**config.mk**
```make
export PLATFORM = sky130hd
export DESIGN_NAME = onewire_master_flat
export DESIGN_NICKNAME = d
export VERILOG_FILES = /design/src/rtl/onewire_pkg.sv /design/src/rtl/onewire_if.sv /design/src/rtl/onewire_us_tick.sv /design/src/rtl/onewire_master.sv /design/src/flat_wrapper.sv
export SDC_FILE = /design/constraint.sdc
export NUM_CORES = 1
export LEC_CHECK = 0
export CORE_MARGIN = 2
export CORE_UTILIZATION = 41
export CTS_CLUSTER_SIZE = 16
export DETAILED_ROUTE_END_ITERATION = 8
export MAX_ROUTING_LAYER = met4
export PLACE_DENSITY = 0.59
export SYNTH_ARGS = -nofsm -noshare
export SYNTH_HDL_FRONTEND = slang
export SYNTH_SLANG_ARGS = --single-unit
export TNS_END_PERCENT = 1
```
**constraint.sdc**
```tcl
create_clock -name clock29M -period 11.6 [get_ports clock29M]
set_clock_uncertainty 0.2 [all_clocks]
set_input_delay 1.74 -clock clock29M [delete_from_list [all_inputs] [get_ports clock29M]]
set_output_delay 1.74 -clock clock29M [all_outputs]
set_load 0.03 [all_outputs]
```
**src/rtl/onewire_pkg.sv**
```systemverilog
// Shared op codes, FSM states and slot timing (in microseconds) for the 1-wire engine.
package onewire_pkg;

    typedef enum logic [1:0] {
        OP_RESET      = 2'd0,
        OP_WRITE_BYTE = 2'd1,
        OP_READ_BYTE  = 2'd2,
        OP_TOUCH_BIT  = 2'd3
    } op_t;

    typedef enum logic [3:0] {
        IDLE,
        CHECK,
        RST_LOW,
        RST_WAIT,
        RST_RECOVER,
        SLOT_LOW,
        SLOT_SAMPLE,
        SLOT_RECOVER,
        DONE
    } state_t;

    localparam int RESET_LOW_US       = 480;
    localparam int PRESENCE_SAMPLE_US = 70;
    localparam int RESET_RECOVER_US   = 410;
    localparam int SLOT_LOW1_US       = 6;
    localparam int SLOT_LOW0_US       = 60;
    localparam int SAMPLE_US          = 9;
    localparam int SLOT_US            = 70;
    localparam int RECOVERY_US        = 1;

    // Recovery length that pads a slot out to SLOT_US plus the inter-slot gap.
    function automatic logic [9:0] slotRecoverUs(input logic writeOne);
        if (writeOne)
            return 10'(SLOT_US + RECOVERY_US - SLOT_LOW1_US - SAMPLE_US);
        return 10'(SLOT_US + RECOVERY_US - SLOT_LOW0_US);
    endfunction

endpackage

```
**src/rtl/onewire_if.sv**
```systemverilog
// Host command/response bundle of the 1-wire engine; master is the register glue, slave the engine.
interface onewire_if #(
    parameter int CHANNEL_BITS = 3
);
    import onewire_pkg::*;

    logic                    cmdValid;
    logic                    cmdReady;
    op_t                     cmdOp;
    logic [CHANNEL_BITS-1:0] cmdChannel;
    logic [7:0]              cmdData;
    logic                    respValid;
    logic [7:0]              respData;
    logic                    respPresence;
    logic                    respError;

    modport master (
        output cmdValid, cmdOp, cmdChannel, cmdData,
        input  cmdReady, respValid, respData, respPresence, respError
    );

    modport slave (
        input  cmdValid, cmdOp, cmdChannel, cmdData,
        output cmdReady, respValid, respData, respPresence, respError
    );

endinterface

```
**src/rtl/onewire_us_tick.sv**
```systemverilog
// Microsecond prescaler: one-cycle tick every US_CYCLES clocks, first tick US_CYCLES after restart.
module onewire_us_tick #(
    parameter int CLOCK_FREQ = 29491200
) (
    input  logic clock29M,
    input  logic reset,
    input  logic restart,
    output logic tick
);
    localparam int US_CYCLES = CLOCK_FREQ / 1000000;
    localparam int CW        = (US_CYCLES > 1) ? $clog2(US_CYCLES) : 1;

    logic [CW-1:0] count;

    assign tick = (count == CW'(US_CYCLES - 1));

    always_ff @(posedge clock29M) begin
        if (reset || restart || tick) count <= '0;
        else                          count <= count + CW'(1);
    end

endmodule

```
**src/rtl/onewire_master.sv**
```systemverilog
// 1-wire timing engine: one command at a time on one channel, all slot timing generated here.
// Single outstanding command; cmdReady low from acceptance until the cycle after respValid.
module onewire_master
    import onewire_pkg::*;
#(
    parameter int CHANNELS     = 2,
    parameter int CLOCK_FREQ   = 29491200,
    parameter int CHANNEL_BITS = 3
) (
    input  logic                clock29M,
    input  logic                reset,
    onewire_if.slave            host,
    output logic [CHANNELS-1:0] busDriveLow,
    input  logic [CHANNELS-1:0] busIn
);
    state_t                  state, stateNext;
    op_t                     opReg;
    logic [CHANNEL_BITS-1:0] chanReg;
    logic [7:0]              dataReg, shiftReg, respData;
    logic                    chanOk, respPresence, respError;
    logic [2:0]              bitIndex;
    logic [9:0]              usCount, phaseLen;
    logic [CHANNELS-1:0]     busMeta, busSync;
    logic                    busSel, driving, tick, accept, phaseDone, txBit, lastBit;

    assign accept            = (state == IDLE) && host.cmdValid;
    assign host.cmdReady     = (state == IDLE);
    assign host.respValid    = (state == DONE);
    assign host.respData     = respData;
    assign host.respPresence = respPresence;
    assign host.respError    = respError;

    onewire_us_tick #(.CLOCK_FREQ(CLOCK_FREQ)) usTick (
        .clock29M (clock29M),
        .reset    (reset),
        .restart  (accept),
        .tick     (tick)
    );

    // Pads idle high, so the synchroniser resets to the released level.
    always_ff @(posedge clock29M) begin
        if (reset) begin
            busMeta <= '1;
            busSync <= '1;
        end else begin
            busMeta <= busIn;
            busSync <= busMeta;
        end
    end

    always_comb begin
        driving     = (state == RST_LOW) || (state == SLOT_LOW);
        busSel      = 1'b1;
        busDriveLow = '0;
        for (int i = 0; i < CHANNELS; i++) begin
            if (chanReg == CHANNEL_BITS'(i)) begin
                busSel         = busSync[i];
                busDriveLow[i] = driving;
            end
        end
    end

    assign txBit     = (opReg == OP_READ_BYTE) ? 1'b1 : dataReg[bitIndex];
    assign lastBit   = (opReg == OP_TOUCH_BIT) || (bitIndex == 3'd7);
    assign phaseDone = tick && (usCount == phaseLen - 10'd1);

    always_comb begin
        phaseLen = 10'd1;
        case (state)
            RST_LOW:      phaseLen = 10'(RESET_LOW_US);
            RST_WAIT:     phaseLen = 10'(PRESENCE_SAMPLE_US);
            RST_RECOVER:  phaseLen = 10'(RESET_RECOVER_US);
            SLOT_LOW:     phaseLen = txBit ? 10'(SLOT_LOW1_US) : 10'(SLOT_LOW0_US);
            SLOT_SAMPLE:  phaseLen = 10'(SAMPLE_US);
            SLOT_RECOVER: phaseLen = slotRecoverUs(txBit);
            default:      phaseLen = 10'd1;
        endcase
    end

    always_comb begin
        stateNext = state;
        case (state)
            IDLE:         if (host.cmdValid) stateNext = CHECK;
            // Valid channels wait for the first tick so every phase starts on a tick boundary.
            CHECK: begin
                if (!chanOk)                  stateNext = DONE;
                else if (tick) begin
                    if (opReg != OP_RESET)    stateNext = SLOT_LOW;
                    else if (busSel)          stateNext = RST_LOW;
                    else                      stateNext = DONE;
                end
            end
            RST_LOW:      if (phaseDone) stateNext = RST_WAIT;
            RST_WAIT:     if (phaseDone) stateNext = RST_RECOVER;
            RST_RECOVER:  if (phaseDone) stateNext = DONE;
            SLOT_LOW:     if (phaseDone) stateNext = txBit ? SLOT_SAMPLE : SLOT_RECOVER;
            SLOT_SAMPLE:  if (phaseDone) stateNext = SLOT_RECOVER;
            SLOT_RECOVER: if (phaseDone) stateNext = lastBit ? DONE : SLOT_LOW;
            DONE:         stateNext = IDLE;
            default:      stateNext = IDLE;
        endcase
    end

    always_ff @(posedge clock29M) begin
        if (reset) begin
            state        <= IDLE;
            opReg        <= OP_RESET;
            chanReg      <= '0;
            dataReg      <= '0;
            chanOk       <= 1'b0;
            bitIndex     <= '0;
            usCount      <= '0;
            shiftReg     <= '0;
            respData     <= '0;
            respPresence <= 1'b0;
            respError    <= 1'b0;
        end else begin
            state <= stateNext;
            if (stateNext != state) usCount <= '0;
            else if (tick)          usCount <= usCount + 10'd1;

            case (state)
                IDLE: if (accept) begin
                    opReg        <= host.cmdOp;
                    chanReg      <= host.cmdChannel;
                    dataReg      <= host.cmdData;
                    chanOk       <= 32'(host.cmdChannel) < CHANNELS;
                    bitIndex     <= '0;
                    shiftReg     <= '0;
                    respPresence <= 1'b0;
                    respError    <= 1'b0;
                end
                CHECK:        if (!chanOk || (tick && opReg == OP_RESET && !busSel)) respError <= 1'b1;
                RST_WAIT:     if (phaseDone) respPresence <= ~busSel;
                // A write-0 slot holds the line itself, so its result is known to be 0.
                SLOT_LOW:     if (phaseDone && !txBit) shiftReg <= {1'b0, shiftReg[7:1]};
                SLOT_SAMPLE:  if (phaseDone) shiftReg <= {busSel, shiftReg[7:1]};
                SLOT_RECOVER: if (phaseDone) bitIndex <= bitIndex + 3'd1;
                default: ;
            endcase

            if (stateNext == DONE && state != DONE)
                respData <= (opReg == OP_TOUCH_BIT) ? {7'b0, shiftReg[7]} : shiftReg;
        end
    end

endmodule

```
**src/flat_wrapper.sv**
```systemverilog
// flat-port wrapper written by rule: the top's interface ports become plain ports
module onewire_master_flat import onewire_pkg::*;
#(
    parameter int CHANNELS     = 2,
    parameter int CLOCK_FREQ   = 29491200,
    parameter int CHANNEL_BITS = 3
)
  (clock29M, reset, busDriveLow, busIn, host_cmdValid, host_cmdOp, host_cmdChannel, host_cmdData, host_cmdReady, host_respValid, host_respData, host_respPresence, host_respError);
  onewire_if #(.CHANNEL_BITS(CHANNEL_BITS)) host_i ();
  input  logic clock29M;
  input  logic reset;
  output logic [CHANNELS-1:0] busDriveLow;
  input  logic [CHANNELS-1:0] busIn;
  input wire logic [$bits(host_i.cmdValid)-1:0] host_cmdValid;
  input wire logic [$bits(host_i.cmdOp)-1:0] host_cmdOp;
  input wire logic [$bits(host_i.cmdChannel)-1:0] host_cmdChannel;
  input wire logic [$bits(host_i.cmdData)-1:0] host_cmdData;
  output wire logic [$bits(host_i.cmdReady)-1:0] host_cmdReady;
  output wire logic [$bits(host_i.respValid)-1:0] host_respValid;
  output wire logic [$bits(host_i.respData)-1:0] host_respData;
  output wire logic [$bits(host_i.respPresence)-1:0] host_respPresence;
  output wire logic [$bits(host_i.respError)-1:0] host_respError;
  assign host_i.cmdValid = host_cmdValid;
  assign host_i.cmdOp = host_cmdOp;
  assign host_i.cmdChannel = host_cmdChannel;
  assign host_i.cmdData = host_cmdData;
  assign host_cmdReady = host_i.cmdReady;
  assign host_respValid = host_i.respValid;
  assign host_respData = host_i.respData;
  assign host_respPresence = host_i.respPresence;
  assign host_respError = host_i.respError;
  onewire_master #(.CHANNELS(CHANNELS), .CLOCK_FREQ(CLOCK_FREQ), .CHANNEL_BITS(CHANNEL_BITS)) u_core (.clock29M(clock29M), .reset(reset), .host(host_i), .busDriveLow(busDriveLow), .busIn(busIn));
endmodule
```
Yosys cells after proc, flatten, opt, wreduce, memory -nomap -nowiden --
Cells that the tools add are included.
Storage, ports and cells: input port bits 18, register bits after elaboration 58, output and inout bits 14, word-level logic and storage cells 112
Operators by class: $lt $le $gt $ge 2, $add $sub $neg 4, mux-type cells 40, reductions and logical operators 28, equal/unequal tests 23, bitwise gates (word level) 1
Operators with widths (count):
- $pmux W10 S6 | 1
- $mux W4 | 12
- $mux W8 | 4
- $pmux W4 S8 | 1
- $pmux W8 S3 | 1
- $mux W10 | 2
- $eq A4 B3 Y1 const B | 4
- $mux W1 | 12
- $add A10 B1 Y10 const B | 1
- $eq A10 B10 Y1 | 1
- $ne A2 B1 Y1 const B | 5
- $sub A10 B1 Y10 const B | 1
- $reduce_and A3 Y1 | 3
- $eq A4 B2 Y1 const B | 2
- $eq A4 B4 Y1 const B | 2
- $reduce_bool A2 Y1 | 4
- $logic_and A1 B1 Y1 | 6
- $mux W3 | 2
- $mux W6 | 1
- $pmux W3 S2 | 1
- $add A5 B1 Y5 const B | 1
- $eq A5 B5 Y1 const B | 1
- $logic_or A1 B1 Y1 | 5
- $eq A2 B2 Y1 const B | 2
- 20 further kinds | 23

Logic depth before layout (Yosys ltp) --
word-level depth 14, depth in mapped cells 19, gate-level depth less buffers 17

Hierarchy --
A second synthesis with hierarchy kept.
Unflattened totals: cells, all modules 390, area, all modules 3228.1 sq um
By module, submodules not included:
- onewire_master | cells each 368, area each 3014.1 sq um, times used 1, seq. area each 1061.0 sq um
- onewire_us_tick | cells each 22, area each 214.0 sq um, times used 1, seq. area each 100.1 sq um

Worst setup path before layout --
OpenSTA, ideal clock, no wires.
kind register -> register, start point register u_core.bitIndex[0], end point register u_core.state[0], stages on the path, launching flop included 19, path buffers 2, clock period less this slack 3.900 ns, setup time 0.079 ns, data required time 11.321 ns, setup slack 7.700 ns, arrival time 3.621 ns, cell sequence dfxtp_1 -> buf_6 -> mux2_4 -> a32o_2 -> nor3_4 -> nand2_1 -> nand2_1 -> o21ai_0 -> nand2b_1 -> ha_1 -> inv_1 -> o32ai_1 -> xnor2_1 -> nand4_1 -> a311oi_4 -> nand4b_2 -> buf_6 -> a2111o_1 -> o221ai_2
Between the ends: word-level cells in the longest chain between the ends 12, elaborated cells between the ends (all ways) 22, classes of those cells 1 x add/sub; 2 x eq/ne; 17 x mux; 2 x reduce/logical
Ends and longest elaborated chain:
- start, declared | line onewire_master.sv:21 | logic [2:0] bitIndex;
- start signal, assigned | line onewire_master.sv:138 | SLOT_RECOVER: if (phaseDone) bitIndex <= bitIndex + 3'd1;
- $bmux W1 S3 | line onewire_master.sv:63 | assign txBit = (opReg == OP_READ_BYTE) ? 1'b1 : dataReg[bitIndex];
- $mux W1 (implied by the code) | line onewire_master.sv:63
- $mux W1 | line onewire_master.sv:63
- $mux W1 | line onewire_pkg.sv:34 | if (writeOne)
- $mux W1 | line onewire_master.sv:69 | case (state)
- $mux W10 | line onewire_pkg.sv:36 | return 10'(SLOT_US + RECOVERY_US - SLOT_LOW0_US);
- $pmux W10 S6 | line onewire_master.sv:69
- $sub A10 B1 Y10 | line onewire_master.sv:65 | assign phaseDone = tick && (usCount == phaseLen - 10'd1);
- $eq A10 B10 Y1 | line onewire_master.sv:65
- $logic_and A1 B1 Y1 | line onewire_master.sv:65
- $mux W4 (tied with other cells) | line onewire_master.sv:98 | SLOT_RECOVER: if (phaseDone) stateNext = lastBit ? DONE : SLOT_LOW;
- $pmux W4 S8 * | line onewire_master.sv:82 | case (state)
- end signal, assigned | line onewire_master.sv:118 | state <= stateNext;
- end, declared | line onewire_master.sv:16 | state_t state, stateNext;
Mark *: on every way between the ends. The rest lies on a longest branch, timed or not. The select of a mux whose other input is x is not followed. A chain may end at the register's enable or synchronous reset.

Worst setup path in the final report --
start point register u_core.state[0], end point output port busDriveLow[1]
Between the ends: word-level cells in the longest chain between the ends 3, elaborated cells between the ends (all ways) 4, classes of those cells 2 x eq/ne; 1 x mux; 1 x reduce/logical
Ends and longest elaborated chain:
- $eq A4 B2 Y1 / $eq A4 B3 Y1 (equally long branches) | line onewire_master.sv:52 | driving = (state == RST_LOW) || (state == SLOT_LOW);
- $logic_or A1 B1 Y1 * | line onewire_master.sv:52
- $mux W1 * | line onewire_master.sv:56 | if (chanReg == CHANNEL_BITS'(i)) begin
- end, declared | line flat_wrapper.sv:12 | output logic [CHANNELS-1:0] busDriveLow;
Mark *: on every way between the ends. The rest lies on a longest branch, timed or not.

==> run_results.csv <==
group,metric,value,unit
power_and_ir_drop,seqPwrFrac,48.7,%
power_and_ir_drop,clockPowerShare,41.4,%
layout,final_cell_mix,"dfxtp_1, nand2_1, nor2_1, a21oi_1, clkdlybuf4s50_1",
floorplan,die_w,92.4,µm
sta,setup_viol,0,
placed_design,routabilityCongestion,0.883,
critical_path,regToRegStartpoint,"u_core.bitIndex[0]",
detailed_routing,dr.pass1.iters,5,
min_path,min_path_type,"reg2reg",
critical_path,arrival,3080,ps
critical_path,cp_slowest_stage_delay,720,ps
clocking,cts_buffer_depth,2,
layout,mostFrequentLayoutCell,"dfxtp_1",
layout,stdcell_count,524,
sta,maxSlewViolCount,0,
critical_path,r2r_setup_slack,6860,ps
yosys,synth_cell_types,60,
layout,fillers,761,
grt,antenna_found_initial,0,
placed_design,place_hpwl,5.30,mm
sta,max_slew_margin,44.2,%
sta,tightest_slew,836,ps
clocking,htreeDepth,3,
clocking,cts.root.buffer_cell,"clkbuf_8",
critical_path,crit_required,9660,ps
grt,grtUsageMet2,29.4,%
power_and_ir_drop,ir_drop,0.0541,mV
yosys,synth_area_leaders,"dfxtp_1, nand2_1, a21oi_1, nor2_1, xnor2_1",
floorplan,die-area,0.00853,mm²
power_and_ir_drop,pwr-share-comb,9.9,%
clocking,cts_setup_buffers,0,
grt,grt.overflow.total,0,
yosys,seq_area_frac_synth,36.2,%
critical_path,worstPathMaxFanout,18,
detailed_routing,wl,7.88,mm
yosys,avgSynthCellArea,8.03,µm²
layout,fin_nets,442,
clocking,worstSkewPairLatency,330,ps
critical_path,crit_path_end_kind,"output port",
power_and_ir_drop,p_sw_share,25.5,%
clocking,numCtsBuffers,9,
layout,drive_above_1_share,8.29,%
yosys,synthCells,399,
power_and_ir_drop,leakage,1.20,nW
run_status,status,"finished clean",
detailed_routing,drtIter0Drc,189,
detailed_routing,wl_per_cell,15.0,µm
critical_path,crit_chain,"clkinv_1, nor2_1, a21oi_1, nor4_1, and2_1, clkdlybuf4s50_1",
grt,met3_usage,4.39,%
critical_path,r2r-end,"u_core.usCount[3]",
grt,first_global_vias,2655,
yosys,synth_top_area_cell,"dfxtp_1",
sta,hold_viol_final,0,
clocking,cts_sinks,58,
sta,max_freq,199,MHz
yosys,post-synth-top-area-fraction,36.3,%
placed_design,post-place-cells,509,
critical_path,critPathLaunchType,"flop",
critical_path,ff2ff_path_depth,17,
min_path,holdPathStages,1,
detailed_routing,drc,0,
floorplan,chipHeight,92.4,µm
floorplan,start_util,41.9,%
sta,post-route-period-util,43.3,%
yosys,synthFlopType,"dfxtp_1",
yosys,ys_warn_count,0,
clocking,clkSlewWorstSetupHoldPaths,70,ps
floorplan,core,0.00765,mm²
sta,period_needed,5020,ps
yosys,synth_edf_count,0,
sta,tns,0,ps
job,maxCapViolCount,0,
yosys,synth_nets,423,
sta,rsz0062_at_grt,"false",
detailed_routing,vias,2825,
grt,busiest_layer,"met2",
detailed_routing,vias_per_cell,5.39,
layout,diodes,0,
grt,grt.total_usage,19.8,%
power_and_ir_drop,internal-power,0.321,mW
power_and_ir_drop,p_per_area,116,mW/mm²
placed_design,place.port_buffers,31,
clocking,cts.repair.resized,0,
critical_path,path_buf_inv,2,
layout,syn_to_final_growth,16.2,%
floorplan,rows,32,
grt,grt_pass1_wl,13.0,mm
detailed_routing,ant_nets,0,
min_path,min_to,"u_core.busSync[0]",
min_path,min_from,"u_core.busMeta[0]",
power_and_ir_drop,switching_power,0.110,mW
yosys,postSynth.asyncResetShare,0,%
critical_path,cpLargestDelayFamily,"buffers and inverters",
yosys,ys_seq_elements,58,
critical_path,criticalPathCategory,"reg2out",
grt,met1_usage,26.5,%
clocking,cts-hold-fix-buffers,0,
yosys,syn_area,0.00320,mm²
critical_path,cp_slowest_cell,"dfxtp_1",
grt,grt_max_degree,50,
clocking,cts_tree,"yes",
floorplan,ioPinCount,32,
-- power by group through the flow --
stage	combinational, mW	clock [mW]	sequential [mW]
3_3_place_gp	0.0421	0	0.214
4_1_cts	0.0427	0.183	0.210
6_report	0.0428	0.178	0.210
5_1_grt	0.0469	0.192	0.210
3_5_place_dp	0.0424	0	0.214
2_1_floorplan	0.0304	0	0.211
-- layer usage --
| layer | share of wire, % | vias up |
|---|---|---|
| met5 | 0 | - |
| met4 | 1.9 | 0 |
| met3 | 4.3 | 12 |
| met2 | 44 | 68 |
| met1 | 50 | 1299 |
| li1 | - | 1446 |
-- cell families after synthesis --
logic type	count (synthesis)	share of synthesized area [%]
flops	58	36.2
mux	11	3.63
xor+xnor	20	5.70
buf+inv	38	5.35
fa+ha+maj	6	2.34
compound gates	88	18.9
simple gates	178	27.9
-- synthesized netlist by cell type, drive strengths merged (2+ instances only) --
| cell type | n |
|---|---|
| or3 | 3 |
| xnor2 | 15 |
| a21oi | 34 |
| nand4b | 2 |
| o211ai | 6 |
| and2 | 4 |
| o311a | 2 |
| mux2 | 2 |
| a311oi | 2 |
| mux2i | 9 |
| o221ai | 3 |
| xor2 | 5 |
| ha | 6 |
| nor3 | 23 |
| nand3 | 16 |
| o21ba | 2 |
| a211oi | 2 |
| o21ai | 16 |
| or2 | 5 |
| nand3b | 8 |
| nand2b | 13 |
| nor3b | 2 |
| o22ai | 2 |
| dfxtp | 58 |
| nor2 | 37 |
| nor4 | 3 |
| a22oi | 3 |
| and3 | 2 |
| clkbuf | 17 |
| nor2b | 3 |
| nand2 | 49 |
| inv | 12 |
| a2111oi | 4 |
| buf | 8 |
| nand4 | 5 |
| o21a | 2 |
-- stage by stage --
| stage | total power [mW] | utilization, % | setup slack [ps] | hold WS, ps | area, µm² |
|---|---|---|---|---|---|
| after CTS | 0.435 | 48.7 | 6580 | 212 | 3720 |
| after floorplan | 0.242 | - | 7700 | 189 | 3200 |
| after global placement | 0.256 | 46.2 | 7010 | 195 | 3530 |
| after global routing | 0.449 | 48.7 | 6330 | 227 | 3720 |
| final | 0.431 | 48.7 | 6580 | 211 | 3720 |
| after detailed placement | 0.256 | 46.2 | 6910 | 197 | 3530 |
-- final cells by class --
| cell class | count | area [µm²] | area share, % |
|---|---|---|---|
| clock inverters | 2 | 10.0 | 0.269 |
| inverters | 13 | 48.8 | 1.31 |
| flip-flops and latches | 58 | 1160 | 31.2 |
| well taps | 102 | 128 | 3.43 |
| multi-input cells | 303 | 1870 | 50.3 |
| clock buffers | 13 | 179 | 4.81 |
| repair buffers | 33 | 325 | 8.74 |
-- flip-flops by register name (all words and copies together), names as in the netlist --
name and flops:
u_core.chanOk 1, u_core.opReg 2, u_core.shiftReg 8, u_core.bitIndex 3, u_core.host.respData 8, u_core.state 4
u_core.chanReg 3, u_core.usCount 10, u_core.host.respError 1, u_core.busSync 2, u_core.dataReg 8, u_core.usTick.count 5
u_core.host.respPresence 1, u_core.busMeta 2
-- worst max path at each step --
stage,startpoint,end,slack (ps),cells after the start
5_1_grt,u_core.state[0],busDriveLow[0],6330,6
2_1_floorplan,u_core.bitIndex[0],u_core.state[0],7700,18
3_3_place_gp,u_core.state[0],busDriveLow[0],7010,6
6_report,u_core.state[0],busDriveLow[1],6580,6
4_1_cts,u_core.state[0],busDriveLow[1],6580,6
3_5_place_dp,u_core.bitIndex[0],u_core.usCount[3],6910,17
Power figures use the tool's default switching activity.
